===== src/rtl/calc_disp_pkg.sv =====
// Shared types and constants for the calculator result display stage.
//   state_e       : conversion FSM states
//   SEG_*         : active-low seven-segment patterns, bit order {g,f,e,d,c,b,a}
//   BCD_SHIFTS    : number of double-dabble shifts for an 8-bit binary input
//   add3_nibbles  : double-dabble correction applied to the three BCD nibbles
package calc_disp_pkg;

  typedef enum logic [1:0] {
    ST_IDLE  = 2'd0,
    ST_SHIFT = 2'd1,
    ST_DONE  = 2'd2
  } state_e;

  localparam int unsigned RESULT_W   = 8;
  localparam int unsigned SR_W       = 20;
  localparam int unsigned DIGIT_W    = 4;
  localparam int unsigned SEG_W      = 7;
  localparam int unsigned AN_W       = 4;
  localparam int unsigned CNT_W      = 4;
  localparam int unsigned BCD_SHIFTS = 8;

  localparam logic [SEG_W-1:0] SEG_0     = 7'b1000000;
  localparam logic [SEG_W-1:0] SEG_1     = 7'b1111001;
  localparam logic [SEG_W-1:0] SEG_2     = 7'b0100100;
  localparam logic [SEG_W-1:0] SEG_3     = 7'b0110000;
  localparam logic [SEG_W-1:0] SEG_4     = 7'b0011001;
  localparam logic [SEG_W-1:0] SEG_5     = 7'b0010010;
  localparam logic [SEG_W-1:0] SEG_6     = 7'b0000010;
  localparam logic [SEG_W-1:0] SEG_7     = 7'b1111000;
  localparam logic [SEG_W-1:0] SEG_8     = 7'b0000000;
  localparam logic [SEG_W-1:0] SEG_9     = 7'b0010000;
  localparam logic [SEG_W-1:0] SEG_E     = 7'b0000110;
  localparam logic [SEG_W-1:0] SEG_BLANK = 7'b1111111;

  // A nibble of 5..9 becomes 8..12 so the following shift carries into the next digit.
  function automatic logic [DIGIT_W-1:0] add3(input logic [DIGIT_W-1:0] n);
    return (n >= 4'd5) ? (n + 4'd3) : n;
  endfunction

  // Correct hundreds [19:16], tens [15:12] and ones [11:8]; binary part is untouched.
  function automatic logic [SR_W-1:0] add3_nibbles(input logic [SR_W-1:0] sr);
    return {add3(sr[19:16]), add3(sr[15:12]), add3(sr[11:8]), sr[7:0]};
  endfunction

endpackage


===== src/rtl/calc_result_display_seg7_decode.sv =====
// BCD digit to active-low seven-segment pattern; codes 10..15 are blank.
//   digit : 4-bit digit code
//   seg_c : {g,f,e,d,c,b,a}, active-low (combinational)
module seg7_decode
  import calc_disp_pkg::*;
(
  input  logic [DIGIT_W-1:0] digit,
  output logic [SEG_W-1:0]   seg_c
);

  always_comb begin
    seg_c = SEG_BLANK;
    case (digit)
      4'd0:    seg_c = SEG_0;
      4'd1:    seg_c = SEG_1;
      4'd2:    seg_c = SEG_2;
      4'd3:    seg_c = SEG_3;
      4'd4:    seg_c = SEG_4;
      4'd5:    seg_c = SEG_5;
      4'd6:    seg_c = SEG_6;
      4'd7:    seg_c = SEG_7;
      4'd8:    seg_c = SEG_8;
      4'd9:    seg_c = SEG_9;
      default: seg_c = SEG_BLANK;
    endcase
  end

endmodule


===== src/rtl/calc_result_display.sv =====
// Captures the calculator result and flags, converts the result to BCD with a
// sequential double-dabble engine and drives a 4-digit multiplexed display.
//   clk, rst_n  : clock, synchronous active-low reset
//   load        : capture request, honoured only when idle
//   result      : unsigned 8-bit value to display
//   overflow    : overflow flag (ignored for multiply)
//   carry_out   : carry flag (ignored for multiply)
//   op_sel      : opcode; bit 1 set means multiply
//   busy        : conversion in progress
//   bcd_valid   : display holds the most recent accepted load
//   seg, dp, an : active-low segments, decimal point and digit anodes
module calc_result_display
  import calc_disp_pkg::*;
#(
  parameter int unsigned REFRESH_DIV = 100000
) (
  input  logic                clk,
  input  logic                rst_n,
  input  logic                load,
  input  logic [RESULT_W-1:0] result,
  input  logic                overflow,
  input  logic                carry_out,
  input  logic [1:0]          op_sel,
  output logic                busy,
  output logic                bcd_valid,
  output logic [SEG_W-1:0]    seg,
  output logic                dp,
  output logic [AN_W-1:0]     an
);

  localparam int unsigned REF_W = $clog2(REFRESH_DIV);

  state_e               state, state_d;
  logic [SR_W-1:0]      sr, sr_d;
  logic [SR_W-1:0]      sr_adj_c;
  logic [CNT_W-1:0]     cnt, cnt_d;
  logic                 flag_ov, flag_ov_d;
  logic                 flag_c, flag_c_d;
  logic [DIGIT_W-1:0]   disp_h, disp_h_d;
  logic [DIGIT_W-1:0]   disp_t, disp_t_d;
  logic [DIGIT_W-1:0]   disp_o, disp_o_d;
  logic                 disp_ov, disp_ov_d;
  logic                 disp_c, disp_c_d;
  logic                 bcd_valid_d;
  logic                 busy_d;

  logic [REF_W-1:0]     ref_cnt;
  logic [1:0]           digit_idx;
  logic [DIGIT_W-1:0]   digit_sel_c;
  logic [SEG_W-1:0]     digit_seg_c;

  assign sr_adj_c = add3_nibbles(sr);

  // FSM and conversion datapath state register.
  always_ff @(posedge clk) begin
    if (!rst_n) begin
      state     <= ST_IDLE;
      sr        <= '0;
      cnt       <= '0;
      flag_ov   <= 1'b0;
      flag_c    <= 1'b0;
      disp_h    <= '0;
      disp_t    <= '0;
      disp_o    <= '0;
      disp_ov   <= 1'b0;
      disp_c    <= 1'b0;
      bcd_valid <= 1'b0;
      busy      <= 1'b0;
    end else begin
      state     <= state_d;
      sr        <= sr_d;
      cnt       <= cnt_d;
      flag_ov   <= flag_ov_d;
      flag_c    <= flag_c_d;
      disp_h    <= disp_h_d;
      disp_t    <= disp_t_d;
      disp_o    <= disp_o_d;
      disp_ov   <= disp_ov_d;
      disp_c    <= disp_c_d;
      bcd_valid <= bcd_valid_d;
      busy      <= busy_d;
    end
  end

  // Next-state and datapath updates.
  always_comb begin
    state_d     = state;
    sr_d        = sr;
    cnt_d       = cnt;
    flag_ov_d   = flag_ov;
    flag_c_d    = flag_c;
    disp_h_d    = disp_h;
    disp_t_d    = disp_t;
    disp_o_d    = disp_o;
    disp_ov_d   = disp_ov;
    disp_c_d    = disp_c;
    bcd_valid_d = bcd_valid;

    case (state)
      ST_IDLE: begin
        if (load) begin
          sr_d        = {12'b0, result};
          cnt_d       = '0;
          flag_ov_d   = overflow & ~op_sel[1];
          flag_c_d    = carry_out & ~op_sel[1];
          bcd_valid_d = 1'b0;
          state_d     = ST_SHIFT;
        end
      end
      ST_SHIFT: begin
        sr_d  = {sr_adj_c[SR_W-2:0], 1'b0};
        cnt_d = cnt + CNT_W'(1);
        if (cnt == CNT_W'(BCD_SHIFTS - 1)) begin
          state_d = ST_DONE;
        end
      end
      ST_DONE: begin
        disp_h_d    = sr[19:16];
        disp_t_d    = sr[15:12];
        disp_o_d    = sr[11:8];
        disp_ov_d   = flag_ov;
        disp_c_d    = flag_c;
        bcd_valid_d = 1'b1;
        state_d     = ST_IDLE;
      end
      default: state_d = ST_IDLE;
    endcase

    busy_d = (state_d != ST_IDLE);
  end

  // Refresh timer and digit index; free-running regardless of the FSM.
  always_ff @(posedge clk) begin
    if (!rst_n) begin
      ref_cnt   <= '0;
      digit_idx <= '0;
    end else if (ref_cnt == REF_W'(REFRESH_DIV - 1)) begin
      ref_cnt   <= '0;
      digit_idx <= digit_idx + 2'd1;
    end else begin
      ref_cnt   <= ref_cnt + REF_W'(1);
    end
  end

  always_comb begin
    digit_sel_c = disp_o;
    case (digit_idx)
      2'd0:    digit_sel_c = disp_o;
      2'd1:    digit_sel_c = disp_t;
      2'd2:    digit_sel_c = disp_h;
      default: digit_sel_c = disp_o;
    endcase
  end

  seg7_decode u_seg7_decode (
    .digit (digit_sel_c),
    .seg_c (digit_seg_c)
  );

  // Registered display drive; the leftmost position is the error indicator.
  always_ff @(posedge clk) begin
    if (!rst_n) begin
      seg <= SEG_0;
      an  <= 4'b1110;
      dp  <= 1'b1;
    end else begin
      seg <= (digit_idx == 2'd3) ? (disp_ov ? SEG_E : SEG_BLANK) : digit_seg_c;
      an  <= ~(4'b0001 << digit_idx);
      dp  <= ~((digit_idx == 2'd0) & disp_c);
    end
  end

endmodule


===== config.mk =====
export PLATFORM = sky130hd
export DESIGN_NAME = calc_result_display
export DESIGN_NICKNAME = d
export VERILOG_FILES = /design/src/rtl/calc_disp_pkg.sv /design/src/rtl/calc_result_display_seg7_decode.sv /design/src/rtl/calc_result_display.sv
export SDC_FILE = /design/constraint.sdc
export NUM_CORES = 1
export LEC_CHECK = 0
export BUFFER_PORTS_ARGS = -buffer_cell sky130_fd_sc_hd__clkbuf_2
export CAP_MARGIN = 20
export CORE_MARGIN = 3
export CORE_UTILIZATION = 35
export CTS_CLUSTER_SIZE = 28
export DETAILED_ROUTE_END_ITERATION = 6
export PLACE_DENSITY = 0.61
export SKIP_CTS_REPAIR_TIMING = 1
export SLEW_MARGIN = 20
export SYNTH_ARGS = -nofsm -noshare
export SYNTH_HDL_FRONTEND = slang
export SYNTH_SLANG_ARGS = --single-unit
export TNS_END_PERCENT = 100

===== constraint.sdc =====
create_clock -name clk -period 2.38 [get_ports clk]
set_input_delay 0.238 -clock clk [delete_from_list [all_inputs] [get_ports clk]]
set_output_delay 0.238 -clock clk [all_outputs]
set_load 0.01 [all_outputs]

==> impl_table.tex, run 1 <==
\begin{tabular}{lr}
\hline
Metric & Value \\
\hline
\multicolumn{2}{l}{\textbf{Floorplanning}} \\
\quad Die Wd & 105 µm \\
\quad Core Footprint & 9370 µm² \\
\quad Die extent in y & 105 µm \\
\quad Overall die area & 11000 µm² \\
\quad Number of top-level pins & 29 \\
\quad Initial standard-cell utilization of the core & 36.6\% \\
\quad Floorplan row count & 35 \\
\multicolumn{2}{l}{\textbf{Setup path}} \\
\quad Data arrival time of the worst path & 2.46 ns \\
\quad Register-to-Register Path Depth & 8 \\
\quad Type of the setup path with the least slack & flip-flop to flip-flop \\
\quad Worst path slowest cell & sky130\_fd\_sc\_hd\_\_ha\_1 \\
\quad Ordered cell list for the critical path & inv\_1, ha\_1, mux2i\_4, inv\_1, ha\_1, o21ai\_0, a21oi\_1, nor2b\_1 \\
\quad Reg2reg setup slack & 0.20 ns \\
\quad Required arrival time at the worst endpoint & 2.66 ns \\
\quad Longest individual stage delay on the worst path & 0.50 ns \\
\quad Kind of start point of the critical path & flip-flop \\
\quad Endpoint type of the worst setup path & flip-flop \\
\quad CP max FO & 8 \\
\multicolumn{2}{l}{\textbf{Global route}} \\
\quad Initial antenna violation count & 0 \\
\quad Grt total ovfl & 0 \\
\quad Layer carrying the most global-route usage & met2 \\
\quad Routing usage on met2 & 19.5\% \\
\quad Total global-route track usage & 12.5\% \\
\quad Pin count of the biggest net entering global routing & 45 \\
\quad Wire length of the first global-routing pass & 11.4 mm \\
\quad Met3 capacity usage during global routing & 2.29\% \\
\quad GR Util met1 & 16.7\% \\
\quad Number of global-route vias before repair & 2485 \\
\multicolumn{2}{l}{\textbf{Finish}} \\
\quad Fill cell instance count of the final layout & 990 \\
\quad Final Util & 41.3\% \\
\quad Number of non-filler instances in the completed layout & 545 \\
\quad Leading cell type in the layout, fill and taps excluded & sky130\_fd\_sc\_hd\_\_dfxtp\_1 \\
\quad Area taken by multi-input logic gates & 1770 µm² \\
\quad Leading cell types in the layout, fill and taps excluded & sky130\_fd\_sc\_hd\_\_dfxtp\_1, sky130\_fd\_sc\_hd\_\_nand2\_1, sky130\_fd\_sc\_hd\_\_nor2\_1, sky130\_fd\_sc\_hd\_\_clkbuf\_2, sky130\_fd\_sc\_hd\_\_nor2b\_1 \\
\quad Antenna Cells & 0 \\
\quad Area taken by flip-flops and latches & 1500 µm² \\
\quad Share of final-layout standard cells stronger than drive strength 1 & 15.1\% \\
\quad Growth of design area from synthesis to finish & 13.0\% \\
\quad Number of nets in the layout & 442 \\
\multicolumn{2}{l}{\textbf{Timing}} \\
\quad Summed negative setup slack over all endpoints & 0 ns \\
\quad Worst-case hold slack & 0.173 ns \\
\quad Final clock skew & 0.0121 ns \\
\quad Final count of pins violating max slew & 0 \\
\quad Maximum operating frequency & 0.459 GHz \\
\quad Max-slew headroom at the worst pin & 51.2\% \\
\quad Tmin final & 2.18 ns \\
\quad Final-report hold violation count & 0 \\
\quad Transition time at the pin with the least slew margin & 0.732 ns \\
\quad Slack of the critical path & 0.199 ns \\
\quad Final setup viols & 0 \\
\quad Setup repair after global routing missed its margin & false \\
\quad Final clock period utilization by the worst path & 91.6\% \\
\multicolumn{2}{l}{\textbf{Synthesis}} \\
\quad Top-area cell type share of the netlist area & 43.8\% \\
\quad Flip-flop and latch count after synthesis & 75 \\
\quad Post-Syn Instances & 389 \\
\quad Distinct cells, synth & 42 \\
\quad Synth Net Count & 419 \\
\quad Post-Synthesis Mean Instance Area & 8.81 µm² \\
\quad Largest cells by area after synthesis & sky130\_fd\_sc\_hd\_\_dfxtp\_1, sky130\_fd\_sc\_hd\_\_ha\_1, sky130\_fd\_sc\_hd\_\_nand2\_1 \\
\quad Number of enable-type register cells in the synthesized netlist & 0 \\
\quad Syn Std Cell Area & 3430 µm² \\
\quad Cell type with the largest total area after synthesis & sky130\_fd\_sc\_hd\_\_dfxtp\_1 \\
\quad FFs w/ async S/R, synth & 0\% \\
\quad Sequential area share after synthesis & 43.8\% \\
\quad Most common flop cell mapped by yosys & sky130\_fd\_sc\_hd\_\_dfxtp\_1 \\
\quad Number of warning messages in the yosys log & 0 \\
\multicolumn{2}{l}{\textbf{Clock network}} \\
\quad Depth of the CTS H-tree & 3 \\
\quad Clock net sink count & 75 \\
\quad Clock Latency Late Sink & 0.34 ns \\
\quad Clock-pin slew of the registers on the worst-case setup and hold paths & 0.07 ns \\
\quad Clock tree root buffer cell & sky130\_fd\_sc\_hd\_\_clkbuf\_8 \\
\quad Maximum clock path buffer count & 2 \\
\quad Clock buffer count from CTS & 9 \\
\quad CTS tree & done \\
\multicolumn{2}{l}{\textbf{Power and ir drop}} \\
\quad Net switching power & 533 µW \\
\quad Ratio of total power to cell area & 639 nW/µm² \\
\quad Share of power burned in the clock network & 42.8\% \\
\quad Internal & 1940 µW \\
\quad Combinational share of power & 4.9\% \\
\quad Reg power frac & 52.3\% \\
\quad Share of total power consumed by net switching & 21.5\% \\
\quad Worst IR drop on VDD & 0.317 mV \\
\quad LEAKAGE & 0.00145 µW \\
\multicolumn{2}{l}{\textbf{Drt}} \\
\quad First-pass detailed-route iteration total & 4 \\
\quad Via total after detailed routing & 2623 \\
\quad Number of remaining DRC errors & 0 \\
\quad Total length of routed wires & 6.54 mm \\
\quad DRC marker count from the first detailed-route iteration & 130 \\
\quad WL/cell & 12.0 µm \\
\quad Via count normalized by instance count & 4.81 \\
\quad Antenna viol nets, final & 0 \\
\multicolumn{2}{l}{\textbf{Place}} \\
\quad Post-detailed-placement half-perimeter wirelength & 4.57 mm \\
\quad Final GP Congestion & 0.835 \\
\quad Setup slack at placement & 0.221 ns \\
\quad Placed Cells incl. Taps & 530 \\
\quad Count of port buffers added during placement & 27 \\
\multicolumn{2}{l}{\textbf{Min path}} \\
\quad Hold Path Cell Cnt & 3 \\
\quad Tightest Hold Check Type & input pin to flip-flop \\
\multicolumn{2}{l}{\textbf{Run status}} \\
\quad Run status & finished clean \\
\multicolumn{2}{l}{\textbf{Job}} \\
\quad Max-cap violation count & 0 \\
\hline
\end{tabular}
cells in the mapped netlist (4+ instances only):
master                     number
sky130_fd_sc_hd__o221a_2        7
sky130_fd_sc_hd__xnor2_1       13
sky130_fd_sc_hd__ha_1          15
sky130_fd_sc_hd__xor2_1         9
sky130_fd_sc_hd__buf_2          5
sky130_fd_sc_hd__nor3_1        10
sky130_fd_sc_hd__nand2b_1       7
sky130_fd_sc_hd__nor2_1        40
sky130_fd_sc_hd__clkbuf_1      12
sky130_fd_sc_hd__nand4_1        4
sky130_fd_sc_hd__nor2b_1       22
sky130_fd_sc_hd__nand2_1       49
sky130_fd_sc_hd__a21oi_1       20
sky130_fd_sc_hd__and3_1         5
sky130_fd_sc_hd__inv_1         12
sky130_fd_sc_hd__o21ai_0       11
sky130_fd_sc_hd__and2_1         7
sky130_fd_sc_hd__dfxtp_1       75
sky130_fd_sc_hd__nand3_1        9
sky130_fd_sc_hd__a21boi_0      20
sky130_fd_sc_hd__a22oi_1        9
registers in the layout, summed over array words and instances, names as in the netlist:
register / count
disp_t: 4
digit_idx: 2
seg: 7
flag_ov: 1
sr: 20
an: 4
flag_c: 1
disp_ov: 1
disp_o: 4
state: 2
disp_h: 4
dp: 1
disp_c: 1
ref_cnt: 17
busy: 1
cnt: 4
bcd_valid: 1
routing by layer:
layer	wire [µm]	share of wire, %
met1	3390	52
met2	2860	44
met3	189	2.9
met4	99	1.5
met5	0	0
worst paths after layout:
check | startpoint | endpoint
min | overflow | flag_ov
max reg2reg | digit_idx[0] | seg[1]
min reg2reg | disp_c | dp
max | digit_idx[0] | seg[1]
power groups by stage:
| stage | registers [µW] | clock network, µW | logic, µW |
|---|---|---|---|
| floorplan | 1320 | 0 | 95.9 |
| global placement | 1320 | 0 | 121 |
| detailed placement | 1320 | 0 | 123 |
| CTS | 1290 | 1090 | 123 |
| global route | 1300 | 1150 | 140 |
| finish | 1290 | 1060 | 122 |
through the flow:
stage	instance area, µm²	power [µW]
after floorplan	3430	1410
after global placement	3650	1440
after detailed placement	3650	1440
after CTS	3870	2510
after global routing	3870	2590
final	3870	2470
cells by family after synthesis:
group                    Yosys count  synth area share (%)
buffers and inverters             32                  4.38
flip-flops                        75                  43.8
AND/OR/NAND/NOR                  161                  22.5
XOR/XNOR                          22                  5.62
multiplexers                       6                  2.30
AO/OA/AOI/OAI                     78                  15.9
adder cells (fa/ha/maj)           15                  5.48
critical path: cells and delay by family, from the launching register on:
| family | cells | cell delay (ns) |
|---|---|---|
| AO/OA/AOI/OAI | 2 | 0.27 |
| adder cells (fa/ha/maj) | 2 | 0.80 |
| buffers and inverters | 2 | 0.20 |
| flip-flops | 1 | 0.36 |
| multiplexers | 1 | 0.39 |
| AND/OR/NAND/NOR | 1 | 0.11 |
cell type report:
class | count | share of cell area (%)
clock buffers | 10 | 3.56
clock inverters | 5 | 2.00
inverters | 12 | 1.16
multi-input cells | 282 | 45.8
flip-flops and latches | 75 | 38.8
well taps | 129 | 4.17
repair buffers | 32 | 4.46
(Power assumes the default switching activity.)
==> inputs of run 2 (changes only) <==
- CAP_MARGIN: 20 -> unset
- PLACE_DENSITY: 0.61 -> unset
==> run 2 against run 1 <==
Compared with the run above: largest cell class unchanged; critical path type unchanged; final cell count up 0.37%; core utilization decreased by 0.053 points; clock power down 8%; die area stayed put; largest power group unchanged; critical endpoint unchanged.
==> impl_table.tex, run 2 (synthesis results as in run 1) <==
\begin{tabular}{lr}
\hline
Metric & Value \\
\hline
\multicolumn{2}{l}{\textbf{Power and ir drop}} \\
\quad Net switching power & 542 µW (+1.8\%) \\
\quad Ratio of total power to cell area & 619 nW/µm² (-3.1\%) \\
\quad Share of total power consumed by net switching & 22.7\% (+1.1 points) \\
\quad Share of power burned in the clock network & 40.9\% (-1.9 points) \\
\quad LEAKAGE & 0.00145 µW (about the same) \\
\quad Reg power frac & 53.9\% (+1.6 points) \\
\quad Combinational share of power & 5.2\% (+0.3 points) \\
\quad Worst IR drop on VDD & 0.292 mV (-7.9\%) \\
\quad Internal & 1850 µW (-4.6\%) \\
\multicolumn{2}{l}{\textbf{Timing}} \\
\quad Final count of pins violating max slew & 0 (unchanged) \\
\quad Summed negative setup slack over all endpoints & 0 ns (unchanged) \\
\quad Setup repair after global routing missed its margin & false \\
\quad Maximum operating frequency & 0.460 GHz (+0.26\%) \\
\quad Final setup viols & 0 (unchanged) \\
\quad Final clock skew & 0.0116 ns (-0.000482 ns) \\
\quad Max-slew headroom at the worst pin & 62.7\% (+11 points) \\
\quad Transition time at the pin with the least slew margin & 0.558 ns (-0.174 ns) \\
\quad Final-report hold violation count & 0 (unchanged) \\
\quad Tmin final & 2.18 ns (-0.00559 ns) \\
\quad Final clock period utilization by the worst path & 91.4\% (-0.23 points) \\
\multicolumn{2}{l}{\textbf{Clock network}} \\
\quad Clock tree root buffer cell & sky130\_fd\_sc\_hd\_\_clkbuf\_8 \\
\quad Clock buffer count from CTS & 9 (unchanged) \\
\quad Maximum clock path buffer count & 2 (unchanged) \\
\quad Clock Latency Late Sink & 0.34 ns (about the same) \\
\quad Clock net sink count & 75 (unchanged) \\
\quad Clock-pin slew of the registers on the worst-case setup and hold paths & 0.08 ns (about the same) \\
\quad Depth of the CTS H-tree & 3 (unchanged) \\
\quad CTS tree & done \\
\multicolumn{2}{l}{\textbf{Floorplanning}} \\
\quad Core Footprint & 9370 µm² (unchanged) \\
\quad Initial standard-cell utilization of the core & 36.6\% (unchanged) \\
\quad Die Wd & 105 µm (unchanged) \\
\quad Overall die area & 11000 µm² (unchanged) \\
\quad Die extent in y & 105 µm (unchanged) \\
\quad Floorplan row count & 35 (unchanged) \\
\quad Number of top-level pins & 29 (unchanged) \\
\multicolumn{2}{l}{\textbf{Finish}} \\
\quad Final Util & 41.2\% (-0.053 points) \\
\quad Leading cell types in the layout, fill and taps excluded & sky130\_fd\_sc\_hd\_\_dfxtp\_1, sky130\_fd\_sc\_hd\_\_nand2\_1, sky130\_fd\_sc\_hd\_\_nor2\_1, sky130\_fd\_sc\_hd\_\_clkbuf\_2, sky130\_fd\_sc\_hd\_\_nor2b\_1 \\
\quad Number of flip-flops under the largest register name & 20 (unchanged) \\
\quad Number of nets in the layout & 443 (+0.23\%) \\
\quad Largest reg by FF count & sr \\
\quad Fill cell instance count of the final layout & 995 (+0.51\%) \\
\quad Antenna Cells & 0 (unchanged) \\
\quad Leading cell type in the layout, fill and taps excluded & sky130\_fd\_sc\_hd\_\_dfxtp\_1 \\
\quad Share of final-layout standard cells stronger than drive strength 1 & 15.3\% (+0.17 points) \\
\quad Growth of design area from synthesis to finish & 12.8\% \\
\quad Largest registers & sr (20), ref\_cnt (17), seg (7) \\
\multicolumn{2}{l}{\textbf{Global route}} \\
\quad Number of global-route vias before repair & 2496 (+0.44\%) \\
\quad Grt total ovfl & 0 (unchanged) \\
\quad Initial antenna violation count & 0 (unchanged) \\
\quad Wire length of the first global-routing pass & 11.1 mm (-1.9\%) \\
\quad Total global-route track usage & 12.1\% (-0.37 points) \\
\quad Pin count of the biggest net entering global routing & 27 (-40\%) \\
\multicolumn{2}{l}{\textbf{Drt}} \\
\quad Total length of routed wires & 6.28 mm (-3.9\%) \\
\quad Number of remaining DRC errors & 0 (unchanged) \\
\quad First-pass detailed-route iteration total & 4 (unchanged) \\
\quad Via total after detailed routing & 2611 (-0.46\%) \\
\quad Via count normalized by instance count & 4.77 (-0.82\%) \\
\quad WL/cell & 11.5 µm (-4.3\%) \\
\quad DRC marker count from the first detailed-route iteration & 113 (-13\%) \\
\quad Antenna viol nets, final & 0 (unchanged) \\
\multicolumn{2}{l}{\textbf{Setup path}} \\
\quad Endpoint type of the worst setup path & flip-flop \\
\quad Worst setup startpoint & digit\_idx[0] \\
\quad Data arrival time of the worst path & 2.46 ns (about the same) \\
\quad Type of the setup path with the least slack & flip-flop to flip-flop \\
\quad CP endpoint & seg[1] \\
\quad Register-to-Register Path Depth & 8 (unchanged) \\
\quad CP max FO & 8 (unchanged) \\
\quad Terminus of the critical flop-to-flop path & seg[1] \\
\quad Reg2reg setup slack & 0.20 ns (about the same) \\
\quad Kind of start point of the critical path & flip-flop \\
\quad Required arrival time at the worst endpoint & 2.66 ns (about the same) \\
\quad Launch point of the worst reg-to-reg path & digit\_idx[0] \\
\multicolumn{2}{l}{\textbf{Job}} \\
\quad Max-cap violation count & 0 (unchanged) \\
\multicolumn{2}{l}{\textbf{Run status}} \\
\quad Run status & finished clean \\
\multicolumn{2}{l}{\textbf{Place}} \\
\quad Final GP Congestion & 0.795 (-4.8\%) \\
\quad Post-detailed-placement half-perimeter wirelength & 4.49 mm (-1.7\%) \\
\quad Count of port buffers added during placement & 27 (unchanged) \\
\multicolumn{2}{l}{\textbf{Min path}} \\
\quad Tightest Hold Check Type & input pin to flip-flop \\
\hline
\end{tabular}
run 2: cell count changes in the layout (fill, tap and decap cells not counted):
| cell | previous run | this run |
|---|---|---|
| sky130_fd_sc_hd__clkinv_4 | 0 | 2 |
| sky130_fd_sc_hd__clkinvlp_4 | 1 | 0 |
| sky130_fd_sc_hd__clkbuf_1 | 0 | 1 |
| sky130_fd_sc_hd__inv_6 | 0 | 1 |
| sky130_fd_sc_hd__bufinv_16 | 2 | 1 |
| sky130_fd_sc_hd__buf_4 | 5 | 6 |
| sky130_fd_sc_hd__clkinv_2 | 2 | 1 |
run 2: per-layer routing:
layer	part of all wire, %	up-vias	GRT usage (%)
met5	0	-	0
met4	1.5	0	3.56
met3	3.1	9	3.77
met2	46	31	19.6
met1	49	1207	15.5
li1	-	1364	-
run 2: power groups by stage:
stage | registers, µW | logic, µW | clock network, µW
after floorplan | 1320 | 95.9 | 0
after global placement | 1320 | 125 | 0
after detailed placement | 1320 | 127 | 0
after CTS | 1290 | 128 | 1010
after global routing | 1290 | 143 | 1060
final | 1290 | 125 | 979
run 2: metrics by stage:
| stage | total power [µW] | hold slack [ns] | setup WS [ns] | area (µm²) | std cells |
|---|---|---|---|---|---|
| final | 2390 | 0.166 | 0.205 | 3860 | 547 |
| after global routing | 2500 | 0.174 | 0.0377 | 3860 | 547 |
| after CTS | 2430 | 0.161 | 0.192 | 3860 | 547 |
| after detailed placement | 1450 | 0.416 | 0.224 | 3660 | 531 |
| after global placement | 1440 | 0.421 | 0.265 | 3660 | 531 |
| after floorplan | 1410 | 0.368 | 0.450 | 3430 | 389 |
run 2: worst min path at each step:
stage / startpoint / end / slack, ns / cells past startpoint
2_1_floorplan: disp_c / dp / 0.37 / 1
6_report: overflow / flag_ov / 0.17 / 3
4_1_cts: overflow / flag_ov / 0.16 / 3
3_3_place_gp: disp_c / dp / 0.42 / 1
3_5_place_dp: disp_c / dp / 0.42 / 1
5_1_grt: overflow / flag_ov / 0.17 / 3
run 2: critical path, stage by stage (launching register included):
cell,delay (ns)
sky130_fd_sc_hd__dfxtp_1,0.37
sky130_fd_sc_hd__inv_1,0.10
sky130_fd_sc_hd__ha_1,0.50
sky130_fd_sc_hd__mux2i_4,0.40
sky130_fd_sc_hd__inv_1,0.10
sky130_fd_sc_hd__ha_1,0.31
sky130_fd_sc_hd__o21ai_0,0.16
sky130_fd_sc_hd__a21oi_1,0.08
sky130_fd_sc_hd__nor2b_1,0.11
run 2: area by class of cell:
cell class / instances / area [µm²] / share of cell area [%]
Timing Repair Buffer: 33 / 180 / 4.66
Tap cell: 129 / 161 / 4.18
Multi-Input combinational cell: 282 / 1770 / 45.9
Clock buffer: 11 / 141 / 3.66
Inverter: 12 / 45.0 / 1.17
Clock inverter: 5 / 61.3 / 1.59
Sequential cell: 75 / 1500 / 38.8
